<file path="src/rtl/sync_fifo_pkg.sv">
// Shared defaults, status record and level helper for the single-clock FIFO.
// Optional first-word-fall-through read side is selected with SYNC_FIFO_FWFT_EN.
package sync_fifo_pkg;

  localparam int DEF_DATA_W = 32;
  localparam int DEF_DEPTH  = 32;
  localparam int DEF_CNT_W  = 6;

  typedef struct packed {
    logic empty;
    logic aempty;
    logic full;
    logic afull;
    logic udf;
    logic ovf;
  } fifo_status_t;

  localparam fifo_status_t STATUS_RST = '{empty: 1'b1, aempty: 1'b1, default: 1'b0};

  // Occupancy from wrap-bit pointers; modular subtraction resolves full vs empty.
  function automatic int unsigned level_calc(input int unsigned wr_ptr,
                                             input int unsigned rd_ptr,
                                             input int unsigned ptr_w);
    return (wr_ptr - rd_ptr) & ((32'd1 << ptr_w) - 32'd1);
  endfunction

endpackage

</file>
<file path="src/rtl/sync_fifo_mem.sv">
// 1W/1R register array: synchronous write, asynchronous read. Contents are never reset.
module sync_fifo_mem #(
  parameter int DATA_W = 32,
  parameter int DEPTH  = 32,
  parameter int ADDR_W = $clog2(DEPTH)
) (
  input  logic              clk_i,
  input  logic              we_i,
  input  logic [ADDR_W-1:0] waddr_i,
  input  logic [DATA_W-1:0] wdata_i,
  input  logic [ADDR_W-1:0] raddr_i,
  output logic [DATA_W-1:0] rdata_o
);

  logic [DATA_W-1:0] mem_q [DEPTH];

  always_ff @(posedge clk_i) begin
    if (we_i) mem_q[waddr_i] <= wdata_i;
  end

  assign rdata_o = mem_q[raddr_i];

endmodule

</file>
<file path="src/rtl/sync_fifo_ctrl.sv">
// Single-clock FIFO: pointers, level, registered status flags and read counter around sync_fifo_mem.
// Define SYNC_FIFO_FWFT_EN for first-word-fall-through; default is a 1-cycle registered read.
module sync_fifo_ctrl
  import sync_fifo_pkg::*;
#(
  parameter int DATA_W = DEF_DATA_W,
  parameter int DEPTH  = DEF_DEPTH,
  parameter int ADDR_W = $clog2(DEPTH),
  parameter int CNT_W  = DEF_CNT_W
) (
  input  logic              rclk,
  input  logic              hw_rst_n,
  input  logic              sw_rst,
  input  logic              write_enable,
  input  logic [DATA_W-1:0] write_data,
  input  logic [ADDR_W:0]   afull_value,
  output logic              wrfull,
  output logic              wr_almost_full,
  output logic              overflow,
  input  logic              read_enable,
  input  logic [ADDR_W-1:0] aempty_value,
  output logic [DATA_W-1:0] read_data,
  output logic              rdempty,
  output logic              rd_almost_empty,
  output logic              underflow,
  output logic [CNT_W-1:0]  fifo_read_count,
  output logic [ADDR_W:0]   rd_level
);

  localparam logic [ADDR_W:0] FULL_LVL = (ADDR_W+1)'(DEPTH);

  logic [ADDR_W:0]   wr_ptr_q, wr_ptr_d;
  logic [ADDR_W:0]   rd_ptr_q, rd_ptr_d;
  logic [ADDR_W:0]   level_q, level_d;
  logic [CNT_W-1:0]  count_q, count_d;
  fifo_status_t      status_q, status_d;
  logic              push_ok, pop_ok;
  logic [DATA_W-1:0] mem_rdata;

  // Acceptance uses the committed level only: a same-cycle pop frees no space
  // and a same-cycle push makes nothing poppable.
  assign push_ok = write_enable && (level_q != FULL_LVL);
  assign pop_ok  = read_enable  && (level_q != '0);

  always_comb begin
    wr_ptr_d = wr_ptr_q + {{ADDR_W{1'b0}}, push_ok};
    rd_ptr_d = rd_ptr_q + {{ADDR_W{1'b0}}, pop_ok};
    level_d  = (ADDR_W+1)'(level_calc(32'(wr_ptr_d), 32'(rd_ptr_d), ADDR_W + 1));
    count_d  = count_q + {{(CNT_W-1){1'b0}}, pop_ok};
    status_d        = STATUS_RST;
    status_d.empty  = (level_d == '0);
    status_d.aempty = (level_d <= {1'b0, aempty_value});
    status_d.full   = (level_d == FULL_LVL);
    status_d.afull  = (level_d >= afull_value);
    status_d.udf    = read_enable  && !pop_ok;
    status_d.ovf    = write_enable && !push_ok;
  end

  always_ff @(posedge rclk) begin
    if (!hw_rst_n || sw_rst) begin
      wr_ptr_q <= '0;
      rd_ptr_q <= '0;
      level_q  <= '0;
      count_q  <= '0;
      status_q <= STATUS_RST;
    end else begin
      wr_ptr_q <= wr_ptr_d;
      rd_ptr_q <= rd_ptr_d;
      level_q  <= level_d;
      count_q  <= count_d;
      status_q <= status_d;
    end
  end

  sync_fifo_mem #(
    .DATA_W (DATA_W),
    .DEPTH  (DEPTH),
    .ADDR_W (ADDR_W)
  ) u_mem (
    .clk_i   (rclk),
    .we_i    (push_ok && hw_rst_n && !sw_rst),
    .waddr_i (wr_ptr_q[ADDR_W-1:0]),
    .wdata_i (write_data),
    .raddr_i (rd_ptr_q[ADDR_W-1:0]),
    .rdata_o (mem_rdata)
  );

`ifdef SYNC_FIFO_FWFT_EN
  assign read_data = status_q.empty ? '0 : mem_rdata;
`else
  logic [DATA_W-1:0] read_data_q;

  // Soft reset keeps the last popped word visible.
  always_ff @(posedge rclk) begin
    if (!hw_rst_n) begin
      read_data_q <= '0;
    end else if (!sw_rst && pop_ok) begin
      read_data_q <= mem_rdata;
    end
  end

  assign read_data = read_data_q;
`endif

  assign wrfull          = status_q.full;
  assign wr_almost_full  = status_q.afull;
  assign overflow        = status_q.ovf;
  assign rdempty         = status_q.empty;
  assign rd_almost_empty = status_q.aempty;
  assign underflow       = status_q.udf;
  assign fifo_read_count = count_q;
  assign rd_level        = level_q;

endmodule

</file>
<file path="config.mk">
export PLATFORM = sky130hd
export DESIGN_NAME = sync_fifo_ctrl
export DESIGN_NICKNAME = d
export VERILOG_FILES = /design/src/rtl/sync_fifo_pkg.sv /design/src/rtl/sync_fifo_mem.sv /design/src/rtl/sync_fifo_ctrl.sv
export SDC_FILE = /design/constraint.sdc
export NUM_CORES = 1
export LEC_CHECK = 0
export ABC_CLOCK_PERIOD_IN_PS = 4050
export CAP_MARGIN = 5
export CELL_PAD_IN_SITES_DETAIL_PLACEMENT = 0
export CELL_PAD_IN_SITES_GLOBAL_PLACEMENT = 1
export CORE_ASPECT_RATIO = 2
export CORE_MARGIN = 2
export CORE_UTILIZATION = 55
export DETAILED_ROUTE_END_ITERATION = 7
export GPL_ROUTABILITY_DRIVEN = 0
export PLACE_DENSITY_LB_ADDON = 0.1
export SETUP_SLACK_MARGIN = 0.02
export SYNTH_ARGS = -nofsm -noshare
export SYNTH_HDL_FRONTEND = slang
export SYNTH_SLANG_ARGS = --single-unit
</file>
<file path="constraint.sdc">
create_clock -name rclk -period 4.05 [get_ports rclk]
set_input_delay 0.405 -clock rclk [delete_from_list [all_inputs] [get_ports rclk]]
set_output_delay 0.405 -clock rclk [all_outputs]
set_load 0.01 [all_outputs]
</file>
==> impl_metrics.env <==
export IMPL_status="complete, no violations"
export IMPL_pin_count=98
export IMPL_cts_setup_buffers=0
export IMPL_hold_end="underflow$_SDFF_PP0_"
export IMPL_rr_startpoint="rd_level[1]$_SDFF_PP0_"
export IMPL_worstMarginPinSlew_ns=1.17
export IMPL_final_hold_viol_count=0
export IMPL_synth_edf_count=1024
export IMPL_synthArstFlopShare_pct=0
export IMPL_firstDrtPassIters=5
export IMPL_ys_warn_count=0
export IMPL_core_um2=74600
export IMPL_finalSetupTns_ns=0
export IMPL_multi_input_area_um2=9140
export IMPL_path_cells="or4_4, nor2_4, nand2_1, and2_1, ha_2, ha_4, inv_1, fa_2, buf_4, xnor2_1, ha_1, a21oi_1, o21ai_0, nand3_1, nand2_1, o31ai_1, a21oi_1"
export IMPL_r2r_end="wr_almost_full$_SDFF_PP0_"
export IMPL_peakVddDrop_v=0.000418
export IMPL_synth_area_top_cells="edfxtp_1 (74%), mux4_2 (17%), dfxtp_1 (3.0%), nand2_1 (0.75%), ha_1 (0.60%)"
export IMPL_endpoint_kind="register"
export IMPL_crit_path_max_incr_delay_ns=0.57
export IMPL_crit_path_max_fanout=3
export IMPL_p_per_area_nw_per_um2=467
export IMPL_cts_buffers=90
export IMPL_syn_nets=1863
export IMPL_drv_slew=0
export IMPL_grt_max_degree=143
export IMPL_die_width_um=198
export IMPL_r2r_cells=17
export IMPL_antenna_found_initial=2
export IMPL_hp_class="primary input to register"
export IMPL_rows=142
export IMPL_synth_area_um2=41400
export IMPL_syn_inst=1794
export IMPL_synth_ff_type="edfxtp_1"
export IMPL_clock_latency_ns=0.70
export IMPL_clockRootBuffer="clkbuf_16"
export IMPL_worst_setup_path_type="register to register"
export IMPL_start_kind="register"
export IMPL_min_from="read_enable"
export IMPL_synth_seq_cells=1086
export IMPL_vias_per_cell=6.43
export IMPL_yosysUniqueCellTypes=44
export IMPL_slew_headroom_pct=22.1
export IMPL_port_buffers=97
export IMPL_maxCapViolCount=0
export IMPL_start_util_pct=55.4
export IMPL_drtAntennaViolNets=0
export IMPL_max_freq_ghz=0.266
export IMPL_drc=0
export IMPL_die_y_um=392
export IMPL_required_ns=4.60
export IMPL_die_area_um2=77600
export IMPL_layout_nets=2035
export IMPL_clock_sinks=1086
export IMPL_htree_levels=3
export IMPL_cp_arrival_ns=4.31
export IMPL_cts_tree="yes"
export IMPL_yosysSeqAreaShare_pct=77.3
export IMPL_wirelength_mm=98.6
export IMPL_grt_pass1_wl_mm=141
export IMPL_synth_area_per_cell_um2=23.1
export IMPL_grt_overflow_total=0
export IMPL_clockBufferDepth=3
export IMPL_hold_depth=2
export IMPL_grt_pass1_vias=19956
export IMPL_grt_total_usage_pct=26.4
export IMPL_wl_per_cell_um=33.1
export IMPL_final_fill_count=5092
export IMPL_final_area_um2=47200
export IMPL_period_needed_ns=3.75
export IMPL_area_delta_synth_final_pct=14.0
export IMPL_setup_violations=0
export IMPL_rrSetupSlack_ns=0.30
export IMPL_yosysTopAreaCell="edfxtp_1"
export IMPL_cts_resized=0
export IMPL_period_share_pct=92.7
export IMPL_seqCellArea_um2=32000
export IMPL_drt_initial_drc_count=1821
export IMPL_rsz0062_at_grt="no"
export IMPL_leakage_nw=14.4
export IMPL_dp_cells=2810
export IMPL_netlist_area_leader_share_pct=74.3
export IMPL_hpwl_mm=51.5
export IMPL_slowest_stage="or4_4"
export IMPL_clk_pin_slew_worst_paths_ns=0.06
export IMPL_layoutNonFillerInstCount=2981
export IMPL_num_vias=19175
export IMPL_hold_ws_ns=0.322
export IMPL_drive_gt1_share_pct=28.5
export IMPL_skew_ns=0.0296
export IMPL_ctsHoldBuffers=0
export IMPL_p_total_w=0.0220
export IMPL_dpl_cell_area_um2=44100
==> final cells by class <==
| class | instances | share of cell area (%) |
|---|---|---|
| Clock buffer | 132 | 5.45 |
| Inverter | 16 | 0.127 |
| Sequential cell | 1086 | 67.8 |
| Clock inverter | 38 | 0.862 |
| Antenna cell | 1 | 0.00530 |
| Tap cell | 936 | 2.48 |
| Multi-Input combinational cell | 600 | 19.4 |
| Timing Repair Buffer | 172 | 3.86 |
==> cells in the mapped netlist, drive strengths merged (3+ instances only) <==
| cell | number |
|---|---|
| nand3 | 10 |
| nor2 | 57 |
| dfxtp | 62 |
| nor2b | 5 |
| ha | 20 |
| a21oi | 6 |
| a22oi | 32 |
| nor3 | 4 |
| nand4 | 3 |
| and2 | 10 |
| edfxtp | 1024 |
| o31ai | 3 |
| nand2 | 83 |
| buf | 45 |
| o21ai | 4 |
| inv | 16 |
| xnor2 | 7 |
| and3 | 4 |
| o21a | 4 |
| clkbuf | 47 |
| xor2 | 7 |
| mux4 | 320 |
==> cell usage in the layout, fill, tap and decap left out, drive strengths merged, types with 3 or more instances in the layout <==
cell and instances:
o21a 4, inv 21, o31ai 3, clkdlybuf4s50 97
nand3 10, xor2 7, bufinv 7, a21oi 6
ha 20, and3 4, nor3 4, edfxtp 1024
o21ai 4, clkbuf 132, and2 10, nor2 57
xnor2 7, nor2b 5, mux4 320, clkinvlp 3
a22oi 32, nand2 83, buf 75, clkinv 23
nand4 3, dfxtp 62
==> cell families after synthesis <==
kind of cell,after synthesis,share of synthesized area (%)
buf+inv,108,1.35
mux,320,17.4
xor+xnor,14,0.296
simple gates,184,1.91
flops,1086,77.3
fa+ha+maj,22,0.677
compound gates,60,1.03
==> where the power goes <==
part	internal (W)	leakage, nW	switching (W)
logic	0.000391	3.24	0.000467
clock network	0.00489	1.46	0.00395
registers	0.0123	9.71	0.0000203
==> worst max-delay path, delay by kind of cell, from the launching register on <==
| kind | cells | cell delay [ns] |
|---|---|---|
| buf+inv | 2 | 0.21 |
| simple gates | 6 | 1.10 |
| fa+ha+maj | 4 | 1.16 |
| compound gates | 4 | 0.58 |
| xor+xnor | 1 | 0.28 |
| flops | 1 | 0.31 |
==> registers in the layout (all words and copies together) (netlist names) <==
register         count
u_mem.mem_q       1024
read_data           32
fifo_read_count      6
rd_level             6
rd_ptr_q             6
wr_ptr_q             6
overflow             1
rd_almost_empty      1
rdempty              1
underflow            1
wr_almost_full       1
wrfull               1
==> worst max-delay path by stage <==
stage,start,end,slack (ns)
detailed placement,rd_level[1]$_SDFF_PP0_,wr_almost_full$_SDFF_PP0_,0.10
CTS,rd_level[1]$_SDFF_PP0_,wr_almost_full$_SDFF_PP0_,0.09
finish,rd_level[1]$_SDFF_PP0_,wr_almost_full$_SDFF_PP0_,0.30
floorplan,rd_level[1]$_SDFF_PP0_,wr_almost_full$_SDFF_PP0_,0.33
global route,rd_level[1]$_SDFF_PP0_,wr_almost_full$_SDFF_PP0_,0.05
global placement,rd_level[1]$_SDFF_PP0_,wr_almost_full$_SDFF_PP0_,0.12
==> routing by layer <==
| layer | wire length [um] | GRT usage [%] | part of all wire (%) |
|---|---|---|---|
| met4 | 2480 | 7.94 | 2.5 |
| met1 | 37100 | 34.1 | 38 |
| met3 | 5500 | 3.52 | 5.6 |
| met2 | 53600 | 46.9 | 54 |
| met5 | 0 | 0 | 0 |
==> through the flow <==
| step | setup WS (ns) | util (%) |
|---|---|---|
| 2_1_floorplan | 0.329 | - |
| 3_3_place_gp | 0.115 | 59.2 |
| 3_5_place_dp | 0.104 | 59.2 |
| 4_1_cts | 0.0872 | 63.1 |
| 5_1_grt | 0.0544 | 63.2 |
| 6_report | 0.295 | 63.2 |
(Power assumes the default switching activity.)
